### src/rtl/frame_ram_arbiter.sv
// Arbitrates one single-port frame RAM between a buffered write stream and a
// latency-critical reader; reads win unless a write has been starved or the FIFO is full.
module frame_ram_arbiter #(
  parameter int ADDR_W          = 32,
  parameter int DATA_W          = 16,
  parameter int FIFO_DEPTH      = 8,
  parameter int RAM_LATENCY     = 1,
  parameter int MAX_READ_STREAK = 4
) (
  input  logic                            clk_33,
  input  logic                            rst,
  input  logic                            wr_valid,
  input  logic [ADDR_W-1:0]               wr_addr,
  input  logic [DATA_W-1:0]               wr_data,
  output logic                            wr_ready,
  input  logic                            rd_req,
  input  logic [ADDR_W-1:0]               rd_addr,
  output logic                            rd_grant,
  output logic                            rd_valid,
  output logic [DATA_W-1:0]               rd_data,
  output logic [ADDR_W-1:0]               ram_addr,
  output logic [DATA_W-1:0]               ram_wdata,
  output logic                            ram_we,
  input  logic [DATA_W-1:0]               ram_rdata,
  output logic [$clog2(FIFO_DEPTH):0]     fifo_level
);

  localparam int PTR_W    = $clog2(FIFO_DEPTH);
  localparam int LVL_W    = PTR_W + 1;
  localparam int STREAK_W = $clog2(MAX_READ_STREAK + 1);

  localparam logic [1:0] GNT_IDLE  = 2'd0;
  localparam logic [1:0] GNT_READ  = 2'd1;
  localparam logic [1:0] GNT_WRITE = 2'd2;

  logic [ADDR_W-1:0]   fifo_addr [FIFO_DEPTH];
  logic [DATA_W-1:0]   fifo_data [FIFO_DEPTH];
  logic [PTR_W-1:0]    wr_ptr;
  logic [PTR_W-1:0]    rd_ptr;
  logic [LVL_W-1:0]    level;
  logic [STREAK_W-1:0] streak;
  logic [1:0]          decision;
  logic                fifo_nonempty;
  logic                fifo_full;
  logic                force_write;
  logic                do_push;
  logic                do_pop;
  logic [RAM_LATENCY:0] rd_pipe;

  // Handshakes: a write transfers on any cycle where wr_valid && wr_ready;
  // a read transfers on any cycle where rd_req && rd_grant, and the requester
  // holds rd_req/rd_addr stable until that cycle.
  assign fifo_nonempty = (level != '0);
  assign fifo_full     = (level == LVL_W'(FIFO_DEPTH));
  assign wr_ready      = !fifo_full;
  assign fifo_level    = level;
  assign force_write   = fifo_nonempty &&
                         ((streak == STREAK_W'(MAX_READ_STREAK)) || fifo_full);

  always_comb begin
    decision = GNT_IDLE;
    if (force_write)        decision = GNT_WRITE;
    else if (rd_req)        decision = GNT_READ;
    else if (fifo_nonempty) decision = GNT_WRITE;
  end

  assign rd_grant = (decision == GNT_READ);
  assign do_pop   = (decision == GNT_WRITE);
  assign do_push  = wr_valid && wr_ready;

  // Storage has no reset; validity is tracked entirely by the pointers and level.
  always_ff @(posedge clk_33) begin
    if (do_push) begin
      fifo_addr[wr_ptr] <= wr_addr;
      fifo_data[wr_ptr] <= wr_data;
    end
  end

  always_ff @(posedge clk_33 or posedge rst) begin
    if (rst) begin
      wr_ptr <= '0;
      rd_ptr <= '0;
      level  <= '0;
    end else begin
      if (do_push) wr_ptr <= wr_ptr + PTR_W'(1);
      if (do_pop)  rd_ptr <= rd_ptr + PTR_W'(1);
      case ({do_push, do_pop})
        2'b10:   level <= level + LVL_W'(1);
        2'b01:   level <= level - LVL_W'(1);
        default: level <= level;
      endcase
    end
  end

  always_ff @(posedge clk_33 or posedge rst) begin
    if (rst) begin
      streak <= '0;
    end else if (do_pop || !fifo_nonempty) begin
      streak <= '0;
    end else if (rd_grant && (streak != STREAK_W'(MAX_READ_STREAK))) begin
      streak <= streak + STREAK_W'(1);
    end
  end

  always_ff @(posedge clk_33 or posedge rst) begin
    if (rst) begin
      ram_addr  <= '0;
      ram_wdata <= '0;
      ram_we    <= 1'b0;
    end else begin
      ram_we <= do_pop;
      if (do_pop) begin
        ram_addr  <= fifo_addr[rd_ptr];
        ram_wdata <= fifo_data[rd_ptr];
      end else if (rd_grant) begin
        ram_addr <= rd_addr;
      end
    end
  end

  // rd_pipe[RAM_LATENCY] is high in the cycle the granted read's data sits on ram_rdata.
  always_ff @(posedge clk_33 or posedge rst) begin
    if (rst) begin
      rd_pipe  <= '0;
      rd_valid <= 1'b0;
      rd_data  <= '0;
    end else begin
      rd_pipe  <= {rd_pipe[RAM_LATENCY-1:0], rd_grant};
      rd_valid <= rd_pipe[RAM_LATENCY];
      if (rd_pipe[RAM_LATENCY]) rd_data <= ram_rdata;
    end
  end

endmodule

### config.mk
export PLATFORM = sky130hd
export DESIGN_NAME = frame_ram_arbiter
export DESIGN_NICKNAME = d
export VERILOG_FILES = /design/src/rtl/frame_ram_arbiter.sv
export SDC_FILE = /design/constraint.sdc
export NUM_CORES = 1
export LEC_CHECK = 0
export ABC_CLOCK_PERIOD_IN_PS = 8830
export CAP_MARGIN = 40
export CELL_PAD_IN_SITES_DETAIL_PLACEMENT = 1
export CELL_PAD_IN_SITES_GLOBAL_PLACEMENT = 1
export CORE_MARGIN = 10
export CORE_UTILIZATION = 53
export CTS_CLUSTER_SIZE = 10
export DETAILED_ROUTE_END_ITERATION = 16
export GPL_TIMING_DRIVEN = 0
export PLACE_DENSITY = 0.94
export SYNTH_ARGS = -nofsm -noshare
export SYNTH_HDL_FRONTEND = slang
export SYNTH_SLANG_ARGS = --single-unit
### constraint.sdc
create_clock -name clk_33 -period 8.83 [get_ports clk_33]
set_input_delay 0.883 -clock clk_33 [delete_from_list [all_inputs] [get_ports clk_33]]
set_output_delay 0.883 -clock clk_33 [all_outputs]
set_load 0.02 [all_outputs]
# Word-level counts from Yosys, hierarchy flattened

Memories as Yosys holds them, arrays and structs flattened. A register that Yosys moved wholly into a read port is not among the register bits.
Index checks and enable logic that the tools add are counted.

Register bits: 65
Latch bits: 0
Memory bits (writable): 384
Memory bits (read-only): 0
Bits of input ports: 100
Output and inout bits: 72
Logic and storage cells: 44
Memories: 2

Add/subtract/negate cells: 5
Multiply operators: 0
Divide/modulo/power cells: 0
Order comparisons: 0
Eq/ne operators: 7
Shift-type cells: 0
Muxes and demuxes: 10
Bitwise gates (word level): 0
Reduce and logical (&&, ||, !) cells: 11

Memory list:

| name      | depth | width | read ports | clocked after Yosys merged registers in | write ports | line | source |
|---|---|---|---|---|---|---|---|
| fifo_addr | 8     | 32    | 1          | 0                                       | 1           | 36   | `logic [ADDR_W-1:0] fifo_addr [FIFO_DEPTH];` |
| fifo_data | 8     | 16    | 1          | 1                                       | 1           | 37   | `logic [DATA_W-1:0] fifo_data [FIFO_DEPTH];` |

Operators with widths:

| kind                                              | number |
|---|---|
| 2-to-1 mux 32 bit                                 | 2 |
| adder 3 x 1 -> 3 bit (second input constant)      | 3 |
| case mux 4 bit (2 select lines)                   | 1 |
| 2-to-1 mux 2 bit                                  | 3 |
| 2-to-1 mux 3 bit                                  | 2 |
| nonzero test 2 bit                                | 3 |
| adder 4 x 1 -> 4 bit (second input constant)      | 1 |
| == test 2 x 1 -> 1 bit (second input constant)    | 2 |
| == test 2 bit (second input constant)             | 2 |
| == test 4 bit (second input constant)             | 1 |
| nonzero test 4 bit                                | 1 |
| subtractor 4 x 1 -> 4 bit (second input constant) | 1 |
| == test 3 bit (second input constant)             | 1 |
| logical AND 1 bit                                 | 3 |
| != test 3 bit (second input constant)             | 1 |
| zero test 1 bit                                   | 2 |
| logical OR 1 bit                                  | 2 |
| 2-to-1 mux 1 bit                                  | 2 |

# Depth between registers and ports, before layout

Gate-level depths: netlist of the first run.

Word-level depth: 8
Gate-level depth with buffers: 13
Gate-level depth less buffers: 11

# Least setup slack after synthesis of the first run

OpenSTA, ideal clock, no wires.

Path type: input to register
From: in wr_valid
To: mem fifo_addr[0][0] (enable)
Arrival time: 4472 ps
Path slack: 3845 ps
Stages: 3
Path through: and2_1 nand2b_1 nor3_1

Longest elaborated chain between the ends: 3

Ends and longest elaborated chain:

| what                                   | line | source |
|---|---|---|
| start: declaration                     | 12   | `input logic wr_valid,` |
| logical AND 1 bit                      | 69   | `assign do_push = wr_valid && wr_ready;` |
| 2-to-1 mux 1 bit                       | 73   | `if (do_push) begin` |
| 2-to-1 mux 1 bit (not written as such) | 74   | `fifo_addr[wr_ptr] <= wr_addr;` |
| end: declaration                       | 36   |  |

No other way between the ends.

# Final worst setup path of the first run

From: reg level[0] (netlist: fifo_level[0])
To: out rd_grant

Longest elaborated chain between the ends: 5
Elaborated cells on any way between the ends: 8

Ends and longest elaborated chain:

| what                                                         | line   | source |
|---|---|---|
| start: declaration                                           | 40     | `logic [LVL_W-1:0] level;` |
| start signal: assignment                                     | 88     | `2'b10: level <= level + LVL_W'(1);` |
| start signal: assignment                                     | 89     | `2'b01: level <= level - LVL_W'(1);` |
| start signal: assignment                                     | 90     | `default: level <= level;` |
| nonzero test 4 bit / == test 4 bit (equally long branches)   | 53, 54 |  |
| 2-to-1 mux 2 bit / logical OR 1 bit (equally long branches)  | 64, 58 |  |
| 2-to-1 mux 2 bit / logical AND 1 bit (equally long branches) | 63, 57 |  |
| 2-to-1 mux 2 bit (*)                                         | 62     | `if (force_write) decision = GNT_WRITE;` |
| == test 2 x 1 -> 1 bit (*)                                   | 67     | `assign rd_grant = (decision == GNT_READ);` |
| end: declaration                                             | 18     | `output logic rd_grant,` |

Mark *: on every way between the ends. The rest lies on a longest branch, timed or not.

==> results of run 1 <==
worst max path at each step:
stage | startpoint | end | slack (ps) | cells after the start
global route | fifo_level[0]$_DFFE_PP0P_ | rd_grant | 5200 | 5
finish | fifo_level[0]$_DFFE_PP0P_ | rd_grant | 5270 | 5
floorplan | wr_valid | fifo_addr[0][0]$_DFFE_PP_ | 3850 | 3
global placement | wr_valid | fifo_addr[0][16]$_DFFE_PP_ | 140 | 4
detailed placement | rd_req | fifo_level[2]$_DFFE_PP0P_ | 5100 | 11
CTS | fifo_level[0]$_DFFE_PP0P_ | rd_grant | 5270 | 5
worst register-to-register path: cells and delay by family (launching register included):
kind	cells	cell delay [ps]
compound gates	2	680
xor+xnor	3	400
fa+ha+maj	2	510
buf+inv	2	680
flops	1	480
simple gates	2	520
report_power, final:
part | leakage [nW] | internal (mW) | switching, mW
logic | 2.40 | 1.19 | 1.43
registers | 4.42 | 2.82 | 0.208
clock network | 0.719 | 1.12 | 0.859
total | 7.54 | 5.13 | 2.49
stage by stage:
stage               cell area, sq um  instances  worst slack, ps  total power [mW]  hold WS, ps
floorplan                      17700        833             3850              4.54          331
global placement               20000       1446              142              5.36          336
detailed placement             20500       1473             5100              5.59          337
CTS                            22000       1571             5270              7.66          356
global route                   22000       1574             5200              7.92          359
finish                         22000       1574             5270              7.63          356
layer usage:
layer,track usage (%),up-vias,wire [microns]
met5,0,-,0
met4,7.54,0,1230
met3,5.41,85,4490
met2,41.1,629,25700
met1,32.2,5091,19400
li1,-,3921,-
logic make-up after synthesis:
kind of cell | after synthesis | share of synthesized area [%]
flops | 465 | 76.6
mux | 162 | 16.1
simple gates | 85 | 2.07
compound gates | 54 | 2.74
buf+inv | 51 | 1.54
xor+xnor | 9 | 0.445
fa+ha+maj | 7 | 0.495
sequential cells by signal, summed over array words and instances (netlist names), 3 cells and up:
register	count
fifo_addr	256
ram_wdata	16
rd_data	16
fifo_data	128
wr_ptr	3
rd_ptr	3
ram_addr	32
streak	3
fifo_level	4
placed cells by master (no fill, tap or decap), types with 2 or more instances in the layout:
master and instances:
sky130_fd_sc_hd__clkbuf_16 52, sky130_fd_sc_hd__buf_4 13, sky130_fd_sc_hd__buf_1 5, sky130_fd_sc_hd__dfrtp_1 81, sky130_fd_sc_hd__nand2b_1 5, sky130_fd_sc_hd__ha_1 7, sky130_fd_sc_hd__mux2i_1 47, sky130_fd_sc_hd__o221a_2 31
sky130_fd_sc_hd__inv_1 6, sky130_fd_sc_hd__nor3_2 2, sky130_fd_sc_hd__buf_16 6, sky130_fd_sc_hd__xor2_1 4, sky130_fd_sc_hd__edfxtp_1 384, sky130_fd_sc_hd__buf_6 12, sky130_fd_sc_hd__buf_12 7, sky130_fd_sc_hd__xnor2_1 5
sky130_fd_sc_hd__clkdlybuf4s50_1 171, sky130_fd_sc_hd__nor2_1 22, sky130_fd_sc_hd__mux4_2 96, sky130_fd_sc_hd__diode_2 3, sky130_fd_sc_hd__nand2_1 42, sky130_fd_sc_hd__buf_2 14, sky130_fd_sc_hd__nor2_4 6, sky130_fd_sc_hd__clkbuf_1 55
sky130_fd_sc_hd__a21oi_1 17, sky130_fd_sc_hd__mux2_2 19
area by class of cell:
class,count,area [sq um],share of cell area (%)
sequential,465,13600,61.7
multi-input combinational,317,3920,17.8
timing repair buffer,198,2160,9.81
clock buffer,95,1470,6.70
tap,442,553,2.52
buffer,44,246,1.12
clock inverter,3,45.0,0.205
inverter,7,28.8,0.131
antenna,3,7.51,0.0341
==> results_dict.tcl, run 1 <==
set metrics [dict create \
    postSynthCellCount 833 \
    post-route-min-period_ps 3560 \
    htree_num_levels 2 \
    dr_total_vias 9726 \
    grt_setup_unrepaired "no" \
    timing.critical_path.slowest_stage_cell "sky130_fd_sc_hd__or4b_4" \
    max-clock-path-buffers 3 \
    run_status "finished, final reports clean" \
    cts-root-buf "sky130_fd_sc_hd__clkbuf_16" \
    yosys_warnings 0 \
    die_width_microns 203 \
    via_count_of_the_first_global_routing_pass 10634 \
    floorplan.initialDensity_pct 54.1 \
    setup_viol 0 \
    die_height_microns 203 \
    cts_hold_buffers 0 \
    pwr_density_cell_mw_per_mm2 347 \
    crit_path_cell_trace "or4b_4, o21a_1, nand2_2, inv_1, clkdlybuf4s50_1" \
    achievable-frequency_mhz 281 \
    synthFlopType "sky130_fd_sc_hd__edfxtp_1" \
    vdd.ir_drop.worst_v 0.000213 \
    critical_path_buf_inv_count 2 \
    num-fill-cells 2680 \
    area_growth_syn_to_layout_pct 24.3 \
    final_core_util_pct 67.2 \
    timing.max_cap.violations 0 \
    hold_depth 0 \
    clock_skew_ps 24.5 \
    port_buffers 171 \
    post_drt_via_cell_ratio 6.18 \
    setup_total_negative_slack_ps 0 \
    finalWirelength_microns 50800 \
    dp_hpwl_microns 30700 \
    post-route-drc-count 0 \
    slowest_delay_ps 600 \
    hp-start "rd_pipe[0]$_DFF_PP0_" \
    worstPathArrival_ps 2680 \
    source_to_sink_clock_delay_at_the_later_pin_of_the_worst_skew_pair_ps 570 \
    hold-path-endpoint "rd_pipe[1]$_DFF_PP0_" \
    ant_nets 0 \
    layout_worst_path_cycle_share_pct 40.4 \
    drt-pass1-iter-count 5 \
    clock_sink_count 465 \
    setup.worst_path.start_class "flip-flop" \
    postCtsSetupBuffers 0 \
    routabilityCongestion 0.719 \
    final_net_count 1192 \
    rr_endpoint "fifo_level[2]$_DFFE_PP0P_" \
    worstReg2RegStart "fifo_level[0]$_DFFE_PP0P_" \
    tritoncts "built" \
    syn_area_per_cell_sq_um 21.2 \
    core_area_sq_mm 0.0327 \
    seq_area_frac_synth_pct 76.6 \
    wl_per_cell_microns 32.3 \
    synth.area.top_cells "sky130_fd_sc_hd__edfxtp_1 65%, sky130_fd_sc_hd__mux4_2 12%, sky130_fd_sc_hd__dfrtp_1 11%" \
    post_cts_resized 0 \
    grt_first_pass_wirelength_microns 75300 \
    timing.reg2reg.worst_path_depth 11 \
    die_area_sq_mm 0.0411 \
    category_of_the_critical_setup_timing_path "flip-flop to output port" \
    row_count 66 \
    gr-usage-all-layers_pct 24.7 \
    postSynth.asyncResetShare_pct 17.4 \
    endpoint_kind "output port" \
    cp.required_ps 7950 \
    max_slew.worst_pin.slew_ps 912 \
    synth_largest_type_area_fraction_pct 65.2 \
    hold_violations 0 \
    antenna_found_initial 3 \
    drive_above_1_share_pct 23.7 \
    grt_overflow 0 \
    grt_max_degree 60 \
    synthDistinctLibCells 33 \
    total_leakage_power_nw 7.54 \
    synth_area_leader_cell "sky130_fd_sc_hd__edfxtp_1" \
    synth_top_cells_by_count "384 x sky130_fd_sc_hd__edfxtp_1, 96 x sky130_fd_sc_hd__mux4_2, 81 x sky130_fd_sc_hd__dfrtp_1" \
    synthMostInstantiatedCell "sky130_fd_sc_hd__edfxtp_1" \
    synth_edf_count 384 \
    final_max_slew_viol_count 0 \
    type_of_the_most_critical_hold_path "flip-flop to flip-flop" \
    rrSetupSlack_ps 5420 \
    numCtsBuffers 52 \
    synth.net_count 940 \
    timing.critical_path.fanout_max 9 \
    slew-limit-headroom_pct 39.2 \
    ioPinCount 172 \
    first_iter_violations 980 \
    worst_setup_hold_path_clk_slew_ps 60 \
    cpLargestDelayFamily "simple AND/OR/NAND/NOR gates" \
    yosys_reg_bits 465 \
    netlist_area_sq_mm 0.0177 \
]
No activity file was read; power rests on OpenSTA's default activity.
==> inputs of run 2 (changes only) <==
Settings changed: ABC_CLOCK_PERIOD_IN_PS 8830 to 3000, CORE_UTILIZATION 53 to 45, PLACE_DENSITY 0.94 to 0.86.
Clock period 8.83 ns to 3 ns, I/O delays scaled along.
==> results_dict.tcl, run 2 (synthesis gave the netlist of run 1 again) <==
set metrics [dict create \
    run_status "finished, final reports clean" \
    core_area_sq_mm 0.0387 \
    layout_worst_path_cycle_share_pct 94.9 \
    first_iter_violations 716 \
    dp_hpwl_microns 30100 \
    dr_total_vias 9252 \
    timing.max_cap.violations 0 \
    die_width_microns 218 \
    grt_first_pass_wirelength_microns 68700 \
    drive_above_1_share_pct 23.8 \
    ioPinCount 172 \
    clock_sink_count 465 \
    via_count_of_the_first_global_routing_pass 10334 \
    category_of_the_critical_setup_timing_path "flip-flop to output port" \
    die_area_sq_mm 0.0477 \
    antenna_found_initial 7 \
    setup_viol 0 \
    max_slew.worst_pin.slew_ps 898 \
    regMostFlops "fifo_addr" \
    final_max_slew_viol_count 0 \
    row_count 72 \
    htree_num_levels 2 \
    cp.required_ps 2700 \
    setup.worst_path.start_class "flip-flop" \
    final_net_count 1191 \
    ff_latch_area_sq_mm 0.0136 \
    slew-limit-headroom_pct 40.2 \
    grt_overflow 0 \
    mostFrequentLayoutCells "384 x sky130_fd_sc_hd__edfxtp_1, 170 x sky130_fd_sc_hd__clkdlybuf4s50_1, 96 x sky130_fd_sc_hd__mux4_2" \
    area_growth_syn_to_layout_pct 25.7 \
    grt_max_degree 46 \
    clock_skew_ps 12.4 \
    source_to_sink_clock_delay_at_the_later_pin_of_the_worst_skew_pair_ps 570 \
    final_worst_setup_slack_ps 152 \
    timing.critical_path.fanout_max 9 \
    place_worst_setup_slack_ps -459 \
    tritoncts "built" \
    worst_setup_hold_path_clk_slew_ps 60 \
    grt_setup_unrepaired "no" \
    post-route-min-period_ps 2850 \
    endpoint_kind "output port" \
    routabilityCongestion 0.721 \
    post-route-drc-count 0 \
    finalWirelength_microns 45900 \
    worst_hold_slack_ps 158 \
    floorplan.initialDensity_pct 45.7 \
    worstPathArrival_ps 2550 \
    totalPowerFinal_mw 22.2 \
    die_height_microns 218 \
    total_leakage_power_nw 7.59 \
    vdd.ir_drop.worst_v 0.000508 \
    num-fill-cells 3381 \
    wl_per_cell_microns 27.8 \
    cts-root-buf "sky130_fd_sc_hd__clkbuf_16" \
    final_common_cell "sky130_fd_sc_hd__edfxtp_1" \
    drt-pass1-iter-count 4 \
    gr-usage-all-layers_pct 19.3 \
    achievable-frequency_mhz 351 \
    numCtsBuffers 53 \
    type_of_the_most_critical_hold_path "primary input to asynchronous set/reset pin" \
    hold_violations 0 \
    pwr_density_cell_mw_per_mm2 999 \
    setup_total_negative_slack_ps 0 \
    max-clock-path-buffers 3 \
    post_drt_via_cell_ratio 5.61 \
    ant_nets 0 \
    largest_register_ffs 256 \
    top_regs "fifo_addr: 256 flops, fifo_data: 128 flops, ram_addr: 32 flops" \
    multi_input_gate_area_in_the_final_layout_sq_mm 0.00394 \
    port_buffers 171 \
]
-- run 2: changes by cell type in the layout (fill, tap and decap cells not counted), moves of 2 or more --
cell	change
sky130_fd_sc_hd__nor3_4	+2
sky130_fd_sc_hd__clkbuf_16	+3
sky130_fd_sc_hd__buf_6	-4
sky130_fd_sc_hd__nor3_2	-2
sky130_fd_sc_hd__buf_4	-4
sky130_fd_sc_hd__buf_16	+6
-- run 2: final timing paths --
path                                           start                         to  slack (ps)  cells past startpoint
max in group asynchronous                        rst   ram_addr[17]$_DFFE_PP0P_        2170                      3
min reg2reg                     rd_pipe[1]$_DFF_PP0_         rd_valid$_DFF_PP0_         380                      0
max reg2reg                fifo_level[0]$_DFFE_PP0P_  fifo_level[2]$_DFFE_PP0P_         170                     10
max                        fifo_level[0]$_DFFE_PP0P_                   rd_grant         150                      5
min in group clk_33                     ram_rdata[6]     rd_data[6]$_DFFE_PP0P_         350                      2
min                                              rst   ram_wdata[5]$_DFFE_PP0N_         160                      2
-- run 2: metrics by stage --
step / std cells / instance area (sq um) / util [%]
after global routing: 1649 / 22200 / 57.4
after detailed placement: 1545 / 20600 / 53.3
final: 1650 / 22200 / 57.4
after CTS: 1643 / 22200 / 57.3
after global placement: 1522 / 20100 / 51.8
after floorplan: 833 / 17700 / -
-- run 2: cell type report --
type                    instances  share of cell area, %
flip-flops and latches        465                   60.9
multi-input cells             317                   17.7
repair buffers                197                   10.1
clock buffers                  97                   6.94
well taps                     518                   2.91
plain buffers                  43                   1.10
inverters                       7                  0.129
clock inverters                 2                 0.0787
diodes                          4                 0.0450
-- run 2: what timing repair did --
action,4_1_cts,5_1_grt
hold buffers,0,0
gates resized for setup,3,0
endpoints found under the setup margin,4,1
setup buffers,0,3
cloned,0,0
pin swaps,0,1
-- run 2: worst max-delay path: stages, from the launching register on --
cell and delay [ps]:
sky130_fd_sc_hd__dfrtp_1 480, sky130_fd_sc_hd__or4b_4 590, sky130_fd_sc_hd__o21a_1 130, sky130_fd_sc_hd__nand2_2 230, sky130_fd_sc_hd__inv_1 180, sky130_fd_sc_hd__dlygate4sd2_1 370
-- run 2: metal layers --
| layer | vias up | wire length [microns] | track usage, % |
|---|---|---|---|
| li1 | 3909 | - | - |
| met3 | 67 | 2730 | 4.13 |
| met5 | - | 55 | 0 |
| met4 | 8 | 928 | 5.99 |
| met1 | 4950 | 18700 | 24.2 |
| met2 | 318 | 23500 | 33.1 |
-- run 2: where the power goes --
part,switching (mW),internal (mW)
Combinational,3.95,3.56
Clock,2.45,3.44
Sequential,0.525,8.31
==> inputs of run 3 (changes only) <==
Settings changed: CORE_UTILIZATION 45 to 40, CTS_BUF_LIST set to sky130_fd_sc_hd__clkbuf_4, PLACE_DENSITY 0.86 to 0.79.
==> results_dict.tcl, run 3 (synthesis gave the netlist of run 1 again) <==
set metrics [dict create \
    setup_viol 0 \
    grt_first_pass_wirelength_microns 67100 \
    mostFrequentLayoutCells "384 x sky130_fd_sc_hd__edfxtp_1, 187 x sky130_fd_sc_hd__clkbuf_4, 170 x sky130_fd_sc_hd__clkdlybuf4s50_1" \
    drive_above_1_share_pct 32.5 \
    routabilityCongestion 0.712 \
    source_to_sink_clock_delay_at_the_later_pin_of_the_worst_skew_pair_ps 840 \
    clock_sink_count 465 \
    antenna_found_initial 6 \
    timing.max_cap.violations 0 \
    post_drt_via_cell_ratio 5.15 \
    tritoncts "built" \
    total_leakage_power_nw 7.80 \
    timing.reg2reg.worst_path_depth 11 \
    numCtsBuffers 115 \
    hold_depth 2 \
    post-route-drc-count 0 \
    via_count_of_the_first_global_routing_pass 10532 \
    die_width_microns 230 \
    vdd.ir_drop.worst_v 0.000365 \
    grt_overflow 0 \
    first_iter_violations 694 \
    multi_input_gate_area_in_the_final_layout_sq_mm 0.00395 \
    die_height_microns 230 \
    row_count 77 \
    top_regs "fifo_addr: 256 flops, fifo_data: 128 flops, ram_addr: 32 flops" \
    gr-usage-all-layers_pct 16.9 \
    core_area_sq_mm 0.0439 \
    setup_total_negative_slack_ps 0 \
    ant_nets 0 \
    type_of_the_most_critical_hold_path "primary input to flip-flop" \
    ioPinCount 172 \
    post-route-min-period_ps 2830 \
    dpl.cell_count 1621 \
    port_buffers 171 \
    cp.required_ps 2700 \
    final_common_cell "sky130_fd_sc_hd__edfxtp_1" \
    endpoint_kind "output port" \
    timing.critical_path.fanout_max 10 \
    final_core_util_pct 50.9 \
    achievable-frequency_mhz 353 \
    finalWirelength_microns 44800 \
    max-clock-path-buffers 3 \
    wl_per_cell_microns 24.4 \
    drt-pass1-iter-count 5 \
    totalPowerFinal_mw 21.8 \
    run_status "finished, final reports clean" \
    slew-limit-headroom_pct 44.2 \
    pwr_density_cell_mw_per_mm2 977 \
    largest_register_ffs 256 \
    grt_max_degree 44 \
    worst_setup_hold_path_clk_slew_ps 60 \
    max_slew.worst_pin.slew_ps 834 \
    dp_hpwl_microns 29300 \
    num-fill-cells 4113 \
    hold_violations 0 \
    final_max_slew_viol_count 0 \
    final_area_sq_mm 0.0224 \
    cts-root-buf "sky130_fd_sc_hd__clkbuf_4" \
    final_net_count 1253 \
    post_dp_cell_area_sq_mm 0.0207 \
    ff_latch_area_sq_mm 0.0136 \
    clock_skew_ps 46.9 \
    layout_worst_path_cycle_share_pct 94.4 \
    final_cell_count_no_fill 1836 \
    worstPathArrival_ps 2530 \
    regMostFlops "fifo_addr" \
    die_area_sq_mm 0.0530 \
    grt_setup_unrepaired "yes" \
    dr_total_vias 9464 \
    floorplan.initialDensity_pct 40.3 \
    htree_num_levels 3 \
    setup.worst_path.start_class "flip-flop" \
    category_of_the_critical_setup_timing_path "flip-flop to output port" \
    area_growth_syn_to_layout_pct 26.4 \
]
run 3: cell types whose count changed in the layout (fill, tap and decap cells not counted), moves of 3 or more:
cell / before / now
sky130_fd_sc_hd__clkbuf_4: 0 / 187
sky130_fd_sc_hd__bufinv_16: 0 / 3
sky130_fd_sc_hd__clkbuf_1: 54 / 13
sky130_fd_sc_hd__clkbuf_16: 55 / 0
sky130_fd_sc_hd__clkinv_1: 0 / 19
sky130_fd_sc_hd__buf_4: 9 / 6
run 3: layout make-up:
type,count,area share [%]
Multi-Input combinational cell,317,17.6
Antenna cell,2,0.0224
Sequential cell,465,60.6
Clock inverter,26,0.800
Inverter,7,0.129
Buffer,43,1.10
Timing Repair Buffer,197,10.1
Tap cell,592,3.31
Clock buffer,187,6.28
run 3: worst paths after layout:
| kind | startpoint | endpoint | slack [ps] |
|---|---|---|---|
| worst max-delay path | fifo_level[1]$_DFFE_PP0P_ | rd_grant | 170 |
| worst min-delay path | ram_rdata[11] | rd_data[11]$_DFFE_PP0P_ | 110 |
| worst max register to register | fifo_level[1]$_DFFE_PP0P_ | fifo_level[2]$_DFFE_PP0P_ | 200 |
| worst min register to register | rd_pipe[0]$_DFF_PP0_ | rd_pipe[1]$_DFF_PP0_ | 350 |
| max in group asynchronous | rst | fifo_level[0]$_DFFE_PP0P_ | 1820 |
| min in group asynchronous | rst | ram_wdata[11]$_DFFE_PP0N_ | 480 |
run 3: routing by layer:
layer	global-route usage, %	share of wire, %	vias to the layer above
li1	-	-	4110
met1	21.1	43	5020
met2	27.8	50	268
met3	4.88	5.7	60
met4	5.82	1.7	6
met5	0	0.076	-
run 3: worst max-delay path: stages, from the launching register on:
cell and delay (ps):
sky130_fd_sc_hd__dfrtp_1 380, sky130_fd_sc_hd__buf_6 140, sky130_fd_sc_hd__or4b_4 520, sky130_fd_sc_hd__o21a_1 150, sky130_fd_sc_hd__nand2_4 120, sky130_fd_sc_hd__inv_1 80
sky130_fd_sc_hd__dlygate4sd2_1 340
run 3: per-stage QoR:
step | hold WS, ps | setup WS, ps
final | 110 | 168
after CTS | 27.0 | 24.6
after floorplan | 331 | -658
after detailed placement | 338 | -380
after global placement | 337 | -3010
after global routing | 47.9 | -4.72
run 3: power by group:
| group | switching [mW] | total (mW) | internal, mW |
|---|---|---|---|
| combinational | 3.93 | 7.49 | 3.56 |
| sequential | 0.480 | 8.78 | 8.30 |
| clock | 2.51 | 5.57 | 3.06 |
run 3: what timing repair did:
| action | 4_1_cts | 5_1_grt |
|---|---|---|
| gates resized for setup | 3 | 2 |
| hold endpoints to repair | 38 | 0 |
| setup endpoints to repair | 4 | 2 |
| setup buffers | 0 | 0 |
| hold buffers | 1 | 0 |
